`src/rtl/cpu_mem_bus_if.sv`:
```
// cpu_mem_bus_if: req/ack data-bus bundle between the MEM stage and the data memory.
//   bus_req   : access request, held until bus_ack
//   bus_we    : 1 = write, 0 = read
//   bus_addr  : word address, [1:0] always 0
//   bus_wdata : store data
//   bus_rdata : load data, valid with bus_ack
//   bus_ack   : access complete
// Modports: master (MEM stage side), slave (memory side).
interface cpu_mem_bus_if;
  logic        bus_req;
  logic        bus_we;
  logic [31:0] bus_addr;
  logic [31:0] bus_wdata;
  logic [31:0] bus_rdata;
  logic        bus_ack;

  modport master (
    output bus_req, bus_we, bus_addr, bus_wdata,
    input  bus_rdata, bus_ack
  );

  modport slave (
    input  bus_req, bus_we, bus_addr, bus_wdata,
    output bus_rdata, bus_ack
  );
endinterface

```
`src/rtl/cpu_mem_bus.sv`:
```
// cpu_mem_bus: memory stage of the PLP pipeline.
// Turns EX load/store control into a req/ack access on the data bus, stalls the pipeline
// while the access is outstanding and registers results (p_*) for writeback.
// Ports:
//   clk, rst          : clock, asynchronous active-high reset
//   cpu_stall         : external stall from other stages
//   ex_*              : EX pipeline register (control, ALU result, store data, rt, link)
//   wb_*              : writeback port, forwarded into store data
//   bus               : data bus (cpu_mem_bus_if.master)
//   mem_stall         : pipeline stall request
//   bus_err           : sticky timeout flag
//   p_*               : registered results to WB
// Optional: define MEM_TIMEOUT_EN to abort an access after TIMEOUT_CYCLES cycles without
// bus_ack; the load then returns ERR_DATA and bus_err sets until reset.
module cpu_mem_bus #(
  parameter int unsigned TIMEOUT_CYCLES = 255,
  parameter logic [31:0] ERR_DATA       = 32'hdeadbeef
) (
  input  logic                 clk,
  input  logic                 rst,
  input  logic                 cpu_stall,
  input  logic                 ex_c_rfw,
  input  logic [1:0]           ex_c_wbsource,
  input  logic [1:0]           ex_c_drw,
  input  logic [31:0]          ex_alu_r,
  input  logic [31:0]          ex_rfb,
  input  logic [4:0]           ex_rf_waddr,
  input  logic [31:0]          ex_jalra,
  input  logic [4:0]           ex_rt,
  input  logic [31:0]          wb_wdata,
  input  logic                 wb_rfw,
  input  logic [4:0]           wb_waddr,
  cpu_mem_bus_if.master        bus,
  output logic                 mem_stall,
  output logic                 bus_err,
  output logic                 p_c_rfw,
  output logic [1:0]           p_c_wbsource,
  output logic [31:0]          p_alu_r,
  output logic [31:0]          p_mem_data,
  output logic [4:0]           p_rf_waddr,
  output logic [31:0]          p_jalra
);

  typedef enum logic [1:0] {StIdle, StAccess, StDone} state_e;

  state_e      state;
  logic [31:0] hold;     // load data captured on ack, presented to WB from DONE
  logic [31:0] sd;
  logic        mem_op;
  logic        p_load;

  assign mem_op = (ex_c_drw != 2'b00);

  // A store whose data register is being written back this cycle takes the WB value.
  assign sd = (wb_rfw && (wb_waddr == ex_rt) && (wb_waddr != 5'd0)) ? wb_wdata : ex_rfb;

  assign mem_stall = (state == StAccess) || ((state == StIdle) && mem_op);
  assign p_load    = !mem_stall && !cpu_stall;

  // Address bits [1:0] are dropped: the bus is word addressed.
  logic [1:0] unused_alu_lsb;
  assign unused_alu_lsb = ex_alu_r[1:0];

`ifdef MEM_TIMEOUT_EN
  localparam int unsigned CntW = $clog2(TIMEOUT_CYCLES + 1);
  logic [CntW-1:0] tmo_cnt;
`else
  logic [31:0] unused_cfg;
  assign unused_cfg = ERR_DATA ^ TIMEOUT_CYCLES;
  assign bus_err    = 1'b0;
`endif

  always_ff @(posedge clk or posedge rst) begin
    if (rst) begin
      state         <= StIdle;
      hold          <= '0;
      bus.bus_req   <= 1'b0;
      bus.bus_we    <= 1'b0;
      bus.bus_addr  <= '0;
      bus.bus_wdata <= '0;
      p_c_rfw       <= 1'b0;
      p_c_wbsource  <= '0;
      p_alu_r       <= '0;
      p_mem_data    <= '0;
      p_rf_waddr    <= '0;
      p_jalra       <= '0;
`ifdef MEM_TIMEOUT_EN
      tmo_cnt       <= '0;
      bus_err       <= 1'b0;
`endif
    end else begin
      if (p_load) begin
        p_c_rfw      <= ex_c_rfw;
        p_c_wbsource <= ex_c_wbsource;
        p_alu_r      <= ex_alu_r;
        p_rf_waddr   <= ex_rf_waddr;
        p_jalra      <= ex_jalra;
        // Non-memory instructions leave p_mem_data untouched.
        if (state == StDone) p_mem_data <= hold;
      end

      unique case (state)
        StIdle: begin
          if (mem_op) begin
            bus.bus_addr  <= {ex_alu_r[31:2], 2'b00};
            bus.bus_wdata <= sd;
            bus.bus_we    <= ex_c_drw[0];
            bus.bus_req   <= 1'b1;
            state         <= StAccess;
          end
        end
        StAccess: begin
          // Ack has priority over the timeout limit in the same cycle.
          if (bus.bus_ack) begin
            if (!bus.bus_we) hold <= bus.bus_rdata;
            bus.bus_req <= 1'b0;
            state       <= StDone;
`ifdef MEM_TIMEOUT_EN
            tmo_cnt     <= '0;
          end else if (tmo_cnt == CntW'(TIMEOUT_CYCLES - 1)) begin
            hold        <= ERR_DATA;
            bus.bus_req <= 1'b0;
            bus_err     <= 1'b1;
            tmo_cnt     <= '0;
            state       <= StDone;
          end else begin
            tmo_cnt     <= tmo_cnt + 1'b1;
`endif
          end
        end
        StDone: begin
          if (!cpu_stall) state <= StIdle;
        end
        default: state <= StIdle;
      endcase
    end
  end

endmodule

```
`src/flat_wrapper.sv`:
```
// flat-port wrapper written by rule: the top's interface ports become plain ports
module cpu_mem_bus_flat 
#(
  parameter int unsigned TIMEOUT_CYCLES = 255,
  parameter logic [31:0] ERR_DATA       = 32'hdeadbeef
)
  (clk, rst, cpu_stall, ex_c_rfw, ex_c_wbsource, ex_c_drw, ex_alu_r, ex_rfb, ex_rf_waddr, ex_jalra, ex_rt, wb_wdata, wb_rfw, wb_waddr, mem_stall, bus_err, p_c_rfw, p_c_wbsource, p_alu_r, p_mem_data, p_rf_waddr, p_jalra, bus_bus_req, bus_bus_we, bus_bus_addr, bus_bus_wdata, bus_bus_rdata, bus_bus_ack);
  cpu_mem_bus_if bus_i ();
  input  logic clk;
  input  logic rst;
  input  logic cpu_stall;
  input  logic ex_c_rfw;
  input  logic [1:0] ex_c_wbsource;
  input  logic [1:0] ex_c_drw;
  input  logic [31:0] ex_alu_r;
  input  logic [31:0] ex_rfb;
  input  logic [4:0] ex_rf_waddr;
  input  logic [31:0] ex_jalra;
  input  logic [4:0] ex_rt;
  input  logic [31:0] wb_wdata;
  input  logic wb_rfw;
  input  logic [4:0] wb_waddr;
  output logic mem_stall;
  output logic bus_err;
  output logic p_c_rfw;
  output logic [1:0] p_c_wbsource;
  output logic [31:0] p_alu_r;
  output logic [31:0] p_mem_data;
  output logic [4:0] p_rf_waddr;
  output logic [31:0] p_jalra;
  output wire logic [$bits(bus_i.bus_req)-1:0] bus_bus_req;
  output wire logic [$bits(bus_i.bus_we)-1:0] bus_bus_we;
  output wire logic [$bits(bus_i.bus_addr)-1:0] bus_bus_addr;
  output wire logic [$bits(bus_i.bus_wdata)-1:0] bus_bus_wdata;
  input wire logic [$bits(bus_i.bus_rdata)-1:0] bus_bus_rdata;
  input wire logic [$bits(bus_i.bus_ack)-1:0] bus_bus_ack;
  assign bus_bus_req = bus_i.bus_req;
  assign bus_bus_we = bus_i.bus_we;
  assign bus_bus_addr = bus_i.bus_addr;
  assign bus_bus_wdata = bus_i.bus_wdata;
  assign bus_i.bus_rdata = bus_bus_rdata;
  assign bus_i.bus_ack = bus_bus_ack;
  cpu_mem_bus #(.TIMEOUT_CYCLES(TIMEOUT_CYCLES), .ERR_DATA(ERR_DATA)) u_core (.clk(clk), .rst(rst), .cpu_stall(cpu_stall), .ex_c_rfw(ex_c_rfw), .ex_c_wbsource(ex_c_wbsource), .ex_c_drw(ex_c_drw), .ex_alu_r(ex_alu_r), .ex_rfb(ex_rfb), .ex_rf_waddr(ex_rf_waddr), .ex_jalra(ex_jalra), .ex_rt(ex_rt), .wb_wdata(wb_wdata), .wb_rfw(wb_rfw), .wb_waddr(wb_waddr), .bus(bus_i), .mem_stall(mem_stall), .bus_err(bus_err), .p_c_rfw(p_c_rfw), .p_c_wbsource(p_c_wbsource), .p_alu_r(p_alu_r), .p_mem_data(p_mem_data), .p_rf_waddr(p_rf_waddr), .p_jalra(p_jalra));
endmodule
```
`config.mk`:
```
export PLATFORM = sky130hd
export DESIGN_NAME = cpu_mem_bus_flat
export DESIGN_NICKNAME = d
export VERILOG_FILES = /design/src/rtl/cpu_mem_bus_if.sv /design/src/rtl/cpu_mem_bus.sv /design/src/flat_wrapper.sv
export SDC_FILE = /design/constraint.sdc
export NUM_CORES = 1
export LEC_CHECK = 0
export BUFFER_PORTS_ARGS = -buffer_cell sky130_fd_sc_hd__buf_4
export CORE_MARGIN = 2
export CORE_UTILIZATION = 45
export CTS_CLUSTER_SIZE = 40
export DETAILED_ROUTE_END_ITERATION = 10
export PLACE_DENSITY_LB_ADDON = 0.15
export SLEW_MARGIN = 20
export SYNTH_ARGS = -nofsm -noshare
export SYNTH_HDL_FRONTEND = slang
export SYNTH_SLANG_ARGS = --single-unit
```
`constraint.sdc`:
```
create_clock -name clk -period 8 [get_ports clk]
set_clock_uncertainty 0.2 [all_clocks]
set_input_delay 1.2 -clock clk [delete_from_list [all_inputs] [get_ports clk]]
set_output_delay 1.2 -clock clk [all_outputs]
set_load 0.005 [all_outputs]
```
# --- After elaboration in Yosys (flattened, before gate mapping) ---
# Cells that the tools add are included.
totals:
  out_inout_bits: 172
  elab_cells: 43
  ramBits: 0
  latch_bits: 0
  memories: 0
  mem_bits_ro: 0
  register_bits: 202
op_classes:
  add_sub_neg: 0
  div: 0
  bitwise_logic: 1
  n_reduce_logical: 16
  mux: 8
  multipliers: 0
  magnitude_cmp: 0
  shifts: 0
  n_eq_ne: 6
ops:
  columns: ["cell", "n"]
  rows:
  - ["two-way mux 32 bit", 1]
  - ["AND reduction 3 bit", 3]
  - ["two-way mux 2 bit", 3]
  - ["case mux 2 bit (3 select lines)", 1]
  - ["== test 5 bit", 1]
  - ["nonzero test 5 bit", 1]
  - ["logical AND 1 bit", 4]
  - ["inequality test 2 bit (second input constant)", 2]
  - ["AND reduction 2 bit", 2]
  - ["nonzero test 2 bit", 2]
  - ["== test 2 x 1 -> 1 bit (second input constant)", 1]
  - ["== test 2 bit (second input constant)", 1]
  - ["logical NOT 1 bit", 2]
  - ["logical NOT 2 bit", 1]
  - ["two-way mux 1 bit", 2]
  - ["inequality test 2 x 1 -> 1 bit (second input constant)", 1]
  - ["case mux 1 bit (2 select lines)", 1]
  - ["logical OR 1 bit", 1]
  - ["NOT 1 bit", 1]

# --- Longest topological paths before layout ---
depth:
  word_depth: 6
  mapped_depth: 7
  mapped_depth_nobuf: 4

# --- Worst setup path after synthesis ---
# No wires, ideal clock.
synth_path:
  kind: "input to output"
  startpoint: "in ex_c_drw[1]"
  endpoint: "out mem_stall"
  slack_ns: 4.454
  arrival_ns: 2.146
  cell_stages: 5
  path_buffers: 3
  path_cell_list: "o21a_1 buf_2 buf_2 buf_2 or2_2"
synth_via:
  elab_chain_cells: 3
synth_rtl:
  columns: ["element", "line_no", "text"]
  rows:
  - ["start, declared", "flat_wrapper.sv:14", "input logic [1:0] ex_c_drw;"]
  - ["nonzero test 2 bit", "cpu_mem_bus.sv:52", "assign mem_op = (ex_c_drw != 2'b00);"]
  - ["logical AND 1 bit", "cpu_mem_bus.sv:57", "assign mem_stall = (state == StAccess) || ((state == StIdle) && mem_op);"]
  - ["logical OR 1 bit", "cpu_mem_bus.sv:57", null]
  - ["end, declared", "flat_wrapper.sv:23", "output logic mem_stall;"]
# Every way passes these cells.

# --- Worst setup path after layout ---
# Ends and elaborated chain as after synthesis.

==> flow_summary.yaml <==
worst_setup_path:
  critPathMaxStageDelay_ns: 0.29
  worstPathRequired_ns: 6.60
  critPathKind: "in2out"
  rrSetupSlack_ns: 5.02
  cpMostUsedCell: "buf_4"
  rr_startpoint: "u_core.state[0]"
  crit_slowest_cell: "or2_2"
  crit_chain: "buf_4 -> o21a_4 -> or2_2 -> buf_4"
  start_kind: "input port"
  startpoint: "ex_c_drw[1]"
  end_kind: "primary output"
  path_max_fanout: 3
  arrival_ns: 1.96
cts:
  cts_root_buf: "clkbuf_16"
  cts-resized-gates: 0
  numClockSinks: 202
  ctsHtreeMaxLevel: 1
  clock_latency_ns: 0.49
  cts_hold_buf: 0
  cts_buffer_depth: 3
  cts_tree: "done"
  clk_pin_slew_ns: 0.06
  numCtsBuffers: 22
  cts_setup_buffers: 0
yosys:
  ys_warn_count: 0
  synth-seq-cells: 202
  synthTopCellsByCount: "dfrtp_1 (202), mux2_2 (163), o31a_1 (31)"
  synth_flop_cell: "dfrtp_1"
  synth.top_cell.area_share_pct: 60.5
  synth_top_cell_by_area: "dfrtp_1"
  synth-edff-count: 0
  syn-cell-area_sq_um: 8350
  synth.area.top_cells: "dfrtp_1 (61%), mux2_2 (22%), o31a_1 (3.3%)"
  synth.most_common_cell: "dfrtp_1"
  yosysSeqAreaShare_pct: 60.5
  yosys.cell_types.count: 36
  syn_inst: 577
  ys_async_sr_fraction_pct: 100
  syn_area_per_cell_sq_um: 14.5
global_route:
  grt_pass1_wl_um: 34500
  antenna_found_initial: 1
  grt_usage_pct: 22.0
  grt-ovfl-total: 0
  grt_max_degree: 137
  grt_pass1_vias: 6453
die:
  core-area_sq_um: 18100
  fp.dieH_um: 140
  io_pins: 357
  dieArea_sq_um: 19700
  rows: 49
  start_util_pct: 46.2
  die_width_um: 140
routing:
  drt_pass1_iterations: 4
  routed_wl_um: 22300
  wl_met1_um: 8200
  via_per_inst: 5.30
  dr.max_layer_used: "met4"
  dr_wl_met3_um: 1910
  met2WireLength_um: 11500
  drc_errors: 0
  vias: 6162
  wl_per_cell_um: 19.2
  drtIter0Drc: 265
  ant_nets: 0
hold_path:
  hp-start: "u_core.p_alu_r[14]"
  hold_class: "reg2reg"
pwr:
  p_leak_nw: 5.50
  p_sw_share_pct: 29.3
  p_int_mw: 3.29
  peakVddDrop_mv: 0.235
  power_frac_seq_pct: 39.2
  p_per_area_nw_per_um2: 393
  pwr-share-comb_pct: 39.5
  power.switching_mw: 1.37
  clockPowerShare_pct: 21.3
run_status:
  status: "complete, no violations"
sta:
  slew_headroom_pct: 26.9
  hold_viol: 0
  tightestPinTransition_ns: 1.10
  max_freq_mhz: 297
  finalSetupViolCount: 0
  rsz0062_at_grt: "false"
  finalCriticalPeriod_ns: 3.36
  period_share_pct: 42.1
  fin_hold_ws_ns: 0.295
  final.setup.tns_ns: 0
  drv_slew: 0
placed_design:
  hpwlAfterDp_um: 16000
  gp_congestion: 0.860
  io_buffers: 353
finish:
  drive_gt1_share_pct: 61.3
  nNetsFinal: 1101
  layout-area-overhead-vs-synth_pct: 42.0
job:
  drv_cap: 0
## kinds of logic (layout without fill, tap and decap cells)
| family | Yosys count | count (layout) | share of synthesized area, % |
|---|---|---|---|
| other | 1 | 4 | 0.0449 |
| AOI/OAI and AO/OA | 101 | 101 | 10.1 |
| muxes | 166 | 166 | 22.4 |
| buffers and inverters | 73 | 426 | 4.36 |
| and+or+nand+nor | 30 | 30 | 2.07 |
| DFF | 202 | 202 | 60.5 |
| xor gates and xnor gates | 4 | 4 | 0.509 |
## stage by stage
step                      power, mW  instances  area [sq um]  utilization [%]  setup slack (ns)
after floorplan                2.71        579          8360                -              1.09
after global placement         3.61       1121         11100             61.5              4.24
after detailed placement       3.70       1121         11100             61.5              4.16
after CTS                      4.71       1161         11900             65.5              4.63
after global routing           4.94       1162         11900             65.6              4.53
final                          4.66       1162         11900             65.6              4.64
## worst paths after layout
check                                      to  depth (start not counted)
setup / recovery                    mem_stall                          4
setup reg to reg           u_core.p_alu_r[31]                          6
hold reg to reg            u_core.p_alu_r[14]                          1
min in group asynchronous   u_core.p_jalra[2]                          2
max in group asynchronous  u_core.p_alu_r[16]                          3
hold / removal             u_core.p_alu_r[14]                          1
## critical path, delay by kind of cell
family                 cells  cell delay (ns)
buffers and inverters      2             0.27
AOI/OAI and AO/OA          1             0.20
and+or+nand+nor            1             0.29
## power by group through the flow
stage	logic (mW)	clock network [mW]	registers (mW)
after floorplan	0.881	0	1.83
after global placement	1.80	0	1.81
after detailed placement	1.86	0	1.84
after CTS	1.87	1.02	1.83
after global routing	1.98	1.07	1.90
final	1.84	0.992	1.83
## registers in the layout, summed over array words and instances, names as in the netlist
register / cells
u_core.p_jalra: 32
u_core.bus.bus_addr: 30
u_core.state: 2
u_core.p_alu_r: 32
u_core.bus.bus_we: 1
u_core.bus.bus_wdata: 32
u_core.p_c_rfw: 1
u_core.bus.bus_req: 1
u_core.p_c_wbsource: 2
u_core.p_rf_waddr: 5
u_core.hold: 32
u_core.p_mem_data: 32
## per-layer routing
metal | track usage [%] | up-vias
li1 | - | 2802
met2 | 39.0 | 243
met5 | 0 | -
met4 | 8.13 | 0
met1 | 25.2 | 3067
met3 | 6.53 | 50
## final cells by class
class / count / area [sq um]
Inverter: 26 / 105
Timing Repair Buffer: 360 / 2700
Clock inverter: 5 / 25.0
Fill cell: 1385 / 6220
Multi-Input combinational cell: 304 / 2970
Antenna cell: 1 / 2.50
Tap cell: 229 / 287
Sequential cell: 202 / 5050
Clock buffer: 35 / 711
## cell usage in the layout, fill, tap and decap left out, types with 5 or more instances in the layout
cell type	synthesis	layout
mux2_2	163	163
clkinv_2	0	5
o31a_1	31	31
o31ai_1	8	8
a21oi_1	7	7
nand4_1	7	7
buf_4	3	360
clkbuf_16	0	23
clkbuf_8	0	9
dfrtp_1	202	202
o41ai_1	24	24
o22a_1	24	24
nor2_1	10	9
inv_1	26	25
Power figures use the tool's default switching activity.
